[src/rtl/demux_stream.sv]
// Purpose: registered 1-to-2 stream demux; each word goes to channel A (in_sel=0) or B (in_sel=1).
// Latency: a word accepted at edge N is visible on an empty output channel in cycle N+1.
// Backpressure: each channel has its own 2-entry buffer; in_ready drops only when the selected channel is full.
module demux_stream #(
    parameter int WIDTH = 64
) (
    input  logic             clk,
    input  logic             rst_n,
    input  logic             in_valid,
    output logic             in_ready,
    input  logic [WIDTH-1:0] in_data,
    input  logic             in_sel,
    output logic             a_valid,
    input  logic             a_ready,
    output logic [WIDTH-1:0] a_data,
    output logic             b_valid,
    input  logic             b_ready,
    output logic [WIDTH-1:0] b_data,
    output logic [1:0]       a_count,
    output logic [1:0]       b_count
);

    // Index 0 is channel A, index 1 is channel B throughout.
    logic [WIDTH-1:0] mem_q [2][2];
    logic [WIDTH-1:0] mem_d [2][2];
    logic [1:0]       wr_ptr_q, wr_ptr_d;
    logic [1:0]       rd_ptr_q, rd_ptr_d;
    logic [1:0]       cnt_q [2];
    logic [1:0]       cnt_d [2];
    logic [1:0]       push;
    logic [1:0]       pop;

    // Ready looks only at the selected channel's own count, never at the
    // consumers' ready inputs, so there is no ready-to-ready combinational path.
    assign in_ready = ((in_sel ? cnt_q[1] : cnt_q[0]) != 2'd2);

    assign push[0] = in_valid & in_ready & ~in_sel;
    assign push[1] = in_valid & in_ready &  in_sel;
    assign pop[0]  = (cnt_q[0] != 2'd0) & a_ready;
    assign pop[1]  = (cnt_q[1] != 2'd0) & b_ready;

    // Next-state for both channel buffers: write slot, pointers and occupancy.
    always_comb begin
        mem_d    = mem_q;
        wr_ptr_d = wr_ptr_q;
        rd_ptr_d = rd_ptr_q;
        cnt_d    = cnt_q;
        for (int ch = 0; ch < 2; ch++) begin
            if (push[ch]) begin
                mem_d[ch][wr_ptr_q[ch]] = in_data;
                wr_ptr_d[ch]            = ~wr_ptr_q[ch];
            end
            if (pop[ch]) begin
                rd_ptr_d[ch] = ~rd_ptr_q[ch];
            end
            // Push and pop together leave the count unchanged.
            case ({push[ch], pop[ch]})
                2'b10:   cnt_d[ch] = cnt_q[ch] + 2'd1;
                2'b01:   cnt_d[ch] = cnt_q[ch] - 2'd1;
                default: cnt_d[ch] = cnt_q[ch];
            endcase
        end
    end

    // State registers; reset discards any buffered words and zeroes the data outputs.
    always_ff @(posedge clk or negedge rst_n) begin
        if (!rst_n) begin
            for (int ch = 0; ch < 2; ch++) begin
                for (int e = 0; e < 2; e++) begin
                    mem_q[ch][e] <= '0;
                end
                cnt_q[ch] <= 2'd0;
            end
            wr_ptr_q <= 2'b00;
            rd_ptr_q <= 2'b00;
        end else begin
            mem_q    <= mem_d;
            cnt_q    <= cnt_d;
            wr_ptr_q <= wr_ptr_d;
            rd_ptr_q <= rd_ptr_d;
        end
    end

    // Head-of-buffer outputs, all taken straight from state registers.
    assign a_valid = (cnt_q[0] != 2'd0);
    assign b_valid = (cnt_q[1] != 2'd0);
    assign a_data  = mem_q[0][rd_ptr_q[0]];
    assign b_data  = mem_q[1][rd_ptr_q[1]];
    assign a_count = cnt_q[0];
    assign b_count = cnt_q[1];

endmodule

[config.mk]
export PLATFORM = sky130hd
export DESIGN_NAME = demux_stream
export DESIGN_NICKNAME = d
export VERILOG_FILES = /design/src/rtl/demux_stream.sv
export SDC_FILE = /design/constraint.sdc
export NUM_CORES = 1
export LEC_CHECK = 0
export CORE_ASPECT_RATIO = 1.5
export CORE_UTILIZATION = 40
export CTS_BUF_LIST = sky130_fd_sc_hd__clkbuf_16
export DETAILED_ROUTE_END_ITERATION = 10
export PLACE_DENSITY = 0.7
export SLEW_MARGIN = 25
export SYNTH_ARGS = -nofsm -noshare
export SYNTH_HDL_FRONTEND = slang
export SYNTH_SLANG_ARGS = --single-unit
[constraint.sdc]
create_clock -name clk -period 1.95 [get_ports clk]
set_input_delay 0.2925 -clock clk [delete_from_list [all_inputs] [get_ports clk]]
set_output_delay 0.2925 -clock clk [all_outputs]
set_load 0.02 [all_outputs]
==> results by group, run 1 <==
Clock network
  – Total CTS buffers: 26
  – Root buffer cell: clkbuf_16
  – Reg clk slew, reported paths: 0.06 ns
  – CTS Sinks: 264
  – H-tree level count: 1
  – Clk buf depth: 3
  – Skew-Pair Late Insertion Delay: 0.54 ns
  – CTS tree: built

Critical path
  – RR Startpoint: a_count[0]$_DFFE_PN0P_
  – Crit. End Element: primary output
  – Kind of critical path: flop to primary output
  – Crit start category: flop
  – FF-to-FF End: mem_q[191]$_DFFE_PN0P_
  – R2r worst-path depth: 5
  – Critical path required time: 1.66 ns
  – Worst path arrival time: 1.78 ns
  – Reg2reg setup slack: 0.10 ns
  – Max FO, Critical Path: 12

Route
  – Via/cell ratio: 4.90
  – # DRC: 0
  – DRT Wirelength: 27.6 mm
  – Initial drt markers: 201
  – Wire length per cell: 20.1 µm
  – Antenna viol nets, final: 0
  – Vias: 6704
  – Drt pass-1 iters: 4

Hold path
  – HP Class: primary input to asynchronous set/reset pin

Timing
  – Worst-Margin Slew: 0.602 ns
  – Slew HR: 0.599
  – Fin. max-slew vios: 0
  – Final setup TNS: -10.14 ns
  – Period utilization: 1.06
  – Final hold viol count: 0
  – FMAX: 482 MHz
  – Final min period: 2.07 ns
  – Final hold slack: 0.318 ns
  – Final setup vio count: 127
  – Final WS setup: -0.123 ns
  – Clock skew: 0.0141 ns
  – RSZ-0062 raised after global routing: true

Placement
  – Final GP Congestion: 0.717
  – HPWL after DPL: 17.0 mm
  – Port Buffers: 204
  – Post-Place Setup Slack: -0.110 ns

Global route
  – Largest net degree at the start of global routing: 68
  – Initial antenna violation count: 0
  – Grt total ovfl: 0
  – Total track usage: 0.187
  – Vias in the first global route: 7329
  – First-pass GRT wire length: 42.4 mm

Synthesis
  – Most used DFF post-synth: dfrtp_1
  – Async SR Flop Fraction: 1.00
  – Post-synth top cells: mux2_2, dfrtp_1, mux2_4
  – Number of synthesized flops with an enable pin: 0
  – Synth warnings: 0
  – Leading area contributor after synthesis: dfrtp_1
  – FF+latch count, synth: 264
  – Syn_nets: 791
  – Synth top area cells: dfrtp_1, mux2_2, mux2_4, mux2_1, buf_2
  – Yosys cell types: 22
  – Cell Area, Synth: 11600 µm²
  – Synth top area share: 0.568
  – Post-synthesis cell count: 719
  – Avg Cell Area, Syn: 16.2 µm²
  – Seq/Total Area, Yosys: 0.568
  – Most numerous cell in the Yosys netlist: mux2_2

Run
  – MaxCap Viol Count: 0

Power and ir drop
  – Power Density: 2000 nW/µm²
  – Lkg Pwr: 7.19 nW
  – Peak VDD IR: 0.00117 V

Floorplan
  – Area of the core: 28600 µm²
  – Die H: 211 µm
  – Num rows: 76
  – Boundary pin count: 205
  – DIE AREA: 29800 µm²
  – Initial Util: 0.407
  – Die width: 141 µm

Cells and area
  – Nets: 1031
  – P&R area growth vs syn: 35.0%
  – Layout cell share with drive strength beyond 1: 0.585
  – Register area: 6610 µm²
  – Fillers: 2360
  – Multi-input logic area: 5080 µm²

Run status
  – Failing checks: negative setup slack
  – Status: complete, but fails checks
final cells by class:
type,instances,share of cell area
timing repair buffer,251,0.175
tap,390,0.0311
multi-input combinational,416,0.323
clock buffer,27,0.0430
clock inverter,19,0.00717
sequential,264,0.421
antenna,1,0.000159
cell usage in the layout, fill, tap and decap left out, drive strengths merged, types with 2 or more instances in the layout:
cell           instances
buf                  172
clkinv                11
nor3                   2
or2                    2
xor2                   4
and2                   2
xnor2                  6
clkbuf                30
ha                     2
nand2b                 4
dfrtp                264
inv                    5
nor2b                  2
mux2                 384
clkdlybuf4s50         71
clkdlybuf4s15          3
clkinvlp               2
nor2                   3
state kept, by name, indices dropped and copies added (netlist names):
| name | flops |
|---|---|
| rd_ptr_q | 2 |
| b_count | 2 |
| a_count | 2 |
| mem_q | 256 |
| wr_ptr_q | 2 |
through the flow:
step           power, mW   util  instance area (µm²)  cells
2_1_floorplan       18.7      -                11600    719
3_3_place_gp        24.8  0.502                14400   1302
3_5_place_dp        25.1  0.502                14400   1302
4_1_cts             29.8  0.530                15200   1366
5_1_grt             33.0  0.549                15700   1367
6_report            31.4  0.549                15700   1368
metal layers:
| layer | vias up | track usage | routed length [µm] |
|---|---|---|---|
| li1 | 3037 | - | - |
| met4 | 0 | 0.0480 | 469 |
| met5 | - | 0 | 0 |
| met3 | 31 | 0.0322 | 1250 |
| met1 | 3487 | 0.233 | 11400 |
| met2 | 149 | 0.332 | 14400 |
critical path, stage by stage, from the launching register on:
cell	delay, ns
dfrtp_2	0.37
buf_12	0.16
buf_16	0.16
mux2_2	0.37
buf_4	0.17
how the worst max path moves through the flow:
stage	slack (ns)	start	end
2_1_floorplan	0.18	a_count[1]$_DFFE_PN0P_	mem_q[131]$_DFFE_PN0P_
3_3_place_gp	-0.09	in_sel	mem_q[164]$_DFFE_PN0P_
3_5_place_dp	-0.11	in_sel	mem_q[160]$_DFFE_PN0P_
4_1_cts	-0.21	rd_ptr_q[1]$_DFFE_PN0P_	b_data[12]
5_1_grt	-0.17	rd_ptr_q[1]$_DFFE_PN0P_	b_data[0]
6_report	-0.12	rd_ptr_q[1]$_DFFE_PN0P_	b_data[0]
kinds of logic after synthesis:
kind of cell | count (synthesis) | share of synthesized area
muxes | 384 | 0.391
DFF | 264 | 0.568
buffers and inverters | 39 | 0.0190
and+or+nand+nor | 19 | 0.0124
xor gates and xnor gates | 10 | 0.00752
adders and majority gates | 2 | 0.00215
AOI/OAI and AO/OA | 1 | 0.000430
where the power goes:
part / internal [mW] / switching [mW] / total (mW)
clock network: 2.62 / 2.08 / 4.70
logic: 9.59 / 7.35 / 16.9
registers: 8.30 / 1.48 / 9.78
total: 20.5 / 10.9 / 31.4
repair_timing:
item,4_1_cts,5_1_grt
setup endpoints to repair,133,130
gates resized for setup,600,206
endpoints found under the hold margin,56,0
gates cloned,7,3
buffers inserted,10,2
hold buffers,1,0
(Power assumes the default switching activity.)
==> run 2, diff against run 1 <==
--- a/config.mk
+++ b/config.mk
@@ -6,11 +6,11 @@
 export NUM_CORES = 1
 export LEC_CHECK = 0
 export CORE_ASPECT_RATIO = 1.5
-export CORE_UTILIZATION = 40
+export CORE_UTILIZATION = 53
 export CTS_BUF_LIST = sky130_fd_sc_hd__clkbuf_16
 export DETAILED_ROUTE_END_ITERATION = 10
-export PLACE_DENSITY = 0.7
-export SLEW_MARGIN = 25
+export PLACE_DENSITY = 0.87
+export SLEW_MARGIN = 5
 export SYNTH_ARGS = -nofsm -noshare
 export SYNTH_HDL_FRONTEND = slang
 export SYNTH_SLANG_ARGS = --single-unit
==> results by group, run 2 (synthesis results as in run 1) <==
Run status
  – Status: complete, but fails checks
  – Failing checks: negative setup slack

Floorplan
  – Area of the core: 21600 µm²
  – Die width: 123 µm
  – Die H: 183 µm
  – Num rows: 66
  – Boundary pin count: 205
  – Initial Util: 0.538
  – DIE AREA: 22600 µm²

Timing
  – Final min period: 2.12 ns
  – Final hold viol count: 0
  – Final setup vio count: 127
  – Fin. max-slew vios: 0
  – Clock skew: 0.00810 ns
  – Slew HR: 0.670
  – RSZ-0062 raised after global routing: true
  – Final hold slack: 0.314 ns
  – Worst-Margin Slew: 0.495 ns
  – Final WS setup: -0.175 ns
  – Period utilization: 1.09
  – FMAX: 471 MHz

Placement
  – Final GP Congestion: 0.755
  – HPWL after DPL: 16.5 mm
  – Port Buffers: 204
  – Placed cell areas: 14200 µm²

Cells and area
  – Post-route cell area: 15900 µm²
  – Ant. Diodes: 0
  – P&R area growth vs syn: 36.4%
  – Max reg flops: 256
  – Most flop-heavy register: mem_q
  – Fillers: 1320
  – Nets: 1043
  – Layout cell share with drive strength beyond 1: 0.595
  – Commonest non-fill, non-tap cell in the layout: dfrtp_1
  – Most frequent cells in the layout: dfrtp_1, mux2_2, mux2_4

Critical path
  – Worst path arrival time: 1.83 ns
  – Crit start category: flop
  – Max FO, Critical Path: 5
  – Largest delay contributor family on the critical path: buffers and inverters
  – FF-to-FF End: mem_q[170]$_DFFE_PN0P_
  – Critical path cell sequence: buf_12 -> buf_12 -> buf_12 -> mux2_4 -> buf_6
  – Critical path's most frequent cell: buf_12
  – Critical-path top delay cell: dfrtp_2
  – Kind of critical path: flop to primary output
  – RR Startpoint: a_count[1]$_DFFE_PN0P_
  – Buf+Inv Stages, Crit Path: 4
  – CP peak stage delay: 0.45 ns
  – Crit. End Element: primary output
  – Reg2reg setup slack: 0.20 ns
  – R2r worst-path depth: 4
  – Critical path required time: 1.66 ns

Route
  – Drt pass-1 iters: 6
  – Wire length per cell: 22.3 µm
  – DRT Wirelength: 28.1 mm
  – Via/cell ratio: 5.45
  – Antenna viol nets, final: 0
  – Initial drt markers: 230
  – Vias: 6871
  – # DRC: 0

Run
  – MaxCap Viol Count: 0

Clock network
  – CTS tree: built
  – Total CTS buffers: 25
  – Reg clk slew, reported paths: 0.07 ns
  – CTS Sinks: 264
  – Skew-Pair Late Insertion Delay: 0.51 ns
  – Clk buf depth: 3
  – H-tree level count: 1
  – Root buffer cell: clkbuf_16

Global route
  – Initial antenna violation count: 0
  – Grt total ovfl: 0
  – Vias in the first global route: 7623
  – Largest net degree at the start of global routing: 61
  – First-pass GRT wire length: 42.2 mm
  – Total track usage: 0.246

Power and ir drop
  – Power Density: 2060 nW/µm²
  – Peak VDD IR: 0.00133 V
  – Lkg Pwr: 7.39 nW

Hold path
  – HP Class: primary input to asynchronous set/reset pin
[run 2: worst reg2reg max path, delay by kind of cell, from the launching register on]
kind | cells | cell delay (ns)
buf+inv | 1 | 0.21
mux | 1 | 0.36
flops | 1 | 0.43
simple gates | 2 | 0.63
[run 2: how the worst max path moves through the flow]
stage                                        from                endpoint  slack [ns]  depth (start not counted)
final                     rd_ptr_q[0]$_DFFE_PN0P_              a_data[19]       -0.17                          5
after global routing      rd_ptr_q[1]$_DFFE_PN0P_              b_data[45]       -0.21                          5
after CTS                 rd_ptr_q[1]$_DFFE_PN0P_              b_data[29]       -0.20                          5
after detailed placement                   in_sel  mem_q[170]$_DFFE_PN0P_       -0.13                          5
after global placement                   in_valid  mem_q[164]$_DFFE_PN0P_       -0.09                          5
after floorplan            a_count[1]$_DFFE_PN0P_  mem_q[131]$_DFFE_PN0P_        0.18                          5
[run 2: stage by stage]
step / total power [mW] / TNS [ns] / util / worst slack, ns / instances
5_1_grt: 34.2 / -16.24 / 0.734 / -0.214 / 1261
4_1_cts: 30.8 / -14.77 / 0.707 / -0.200 / 1252
6_report: 32.7 / -10.49 / 0.734 / -0.175 / 1261
3_3_place_gp: 24.7 / -6.85 / 0.658 / -0.0935 / 1182
2_1_floorplan: 18.7 / 0 / - / 0.179 / 719
3_5_place_dp: 25.1 / -13.16 / 0.658 / -0.133 / 1182
[run 2: cell type report]
cell class                      count  area, µm²  area share
Sequential cell                   264       6610       0.416
Clock inverter                     20        218      0.0137
Clock buffer                       25        626      0.0394
Tap cell                          272        340      0.0214
Timing Repair Buffer              264       2950       0.186
Multi-Input combinational cell    416       5130       0.323
[run 2: where the power goes]
part | switching, mW | internal [mW] | leakage, nW
registers | 1.62 | 8.30 | 3.13
clock network | 2.03 | 2.99 | 0.438
logic | 7.58 | 10.1 | 3.82
total | 11.2 | 21.4 | 7.39
[run 2: timing repair]
action / in CTS / in global routing
resized for setup: 629 / 180
gates cloned: 8 / 4
hold buffers: 1 / 0
hold endpoints to repair: 52 / 0
endpoints found under the setup margin: 131 / 130
setup buffers: 17 / 10
[run 2: metal layers]
layer | part of all wire | vias up | wire (µm) | global-route usage
met5 | 0 | - | 0 | 0
met4 | 0.021 | 0 | 597 | 0.0795
met3 | 0.044 | 45 | 1250 | 0.0419
met2 | 0.53 | 173 | 15000 | 0.436
met1 | 0.40 | 3575 | 11300 | 0.303
li1 | - | 3078 | - | -
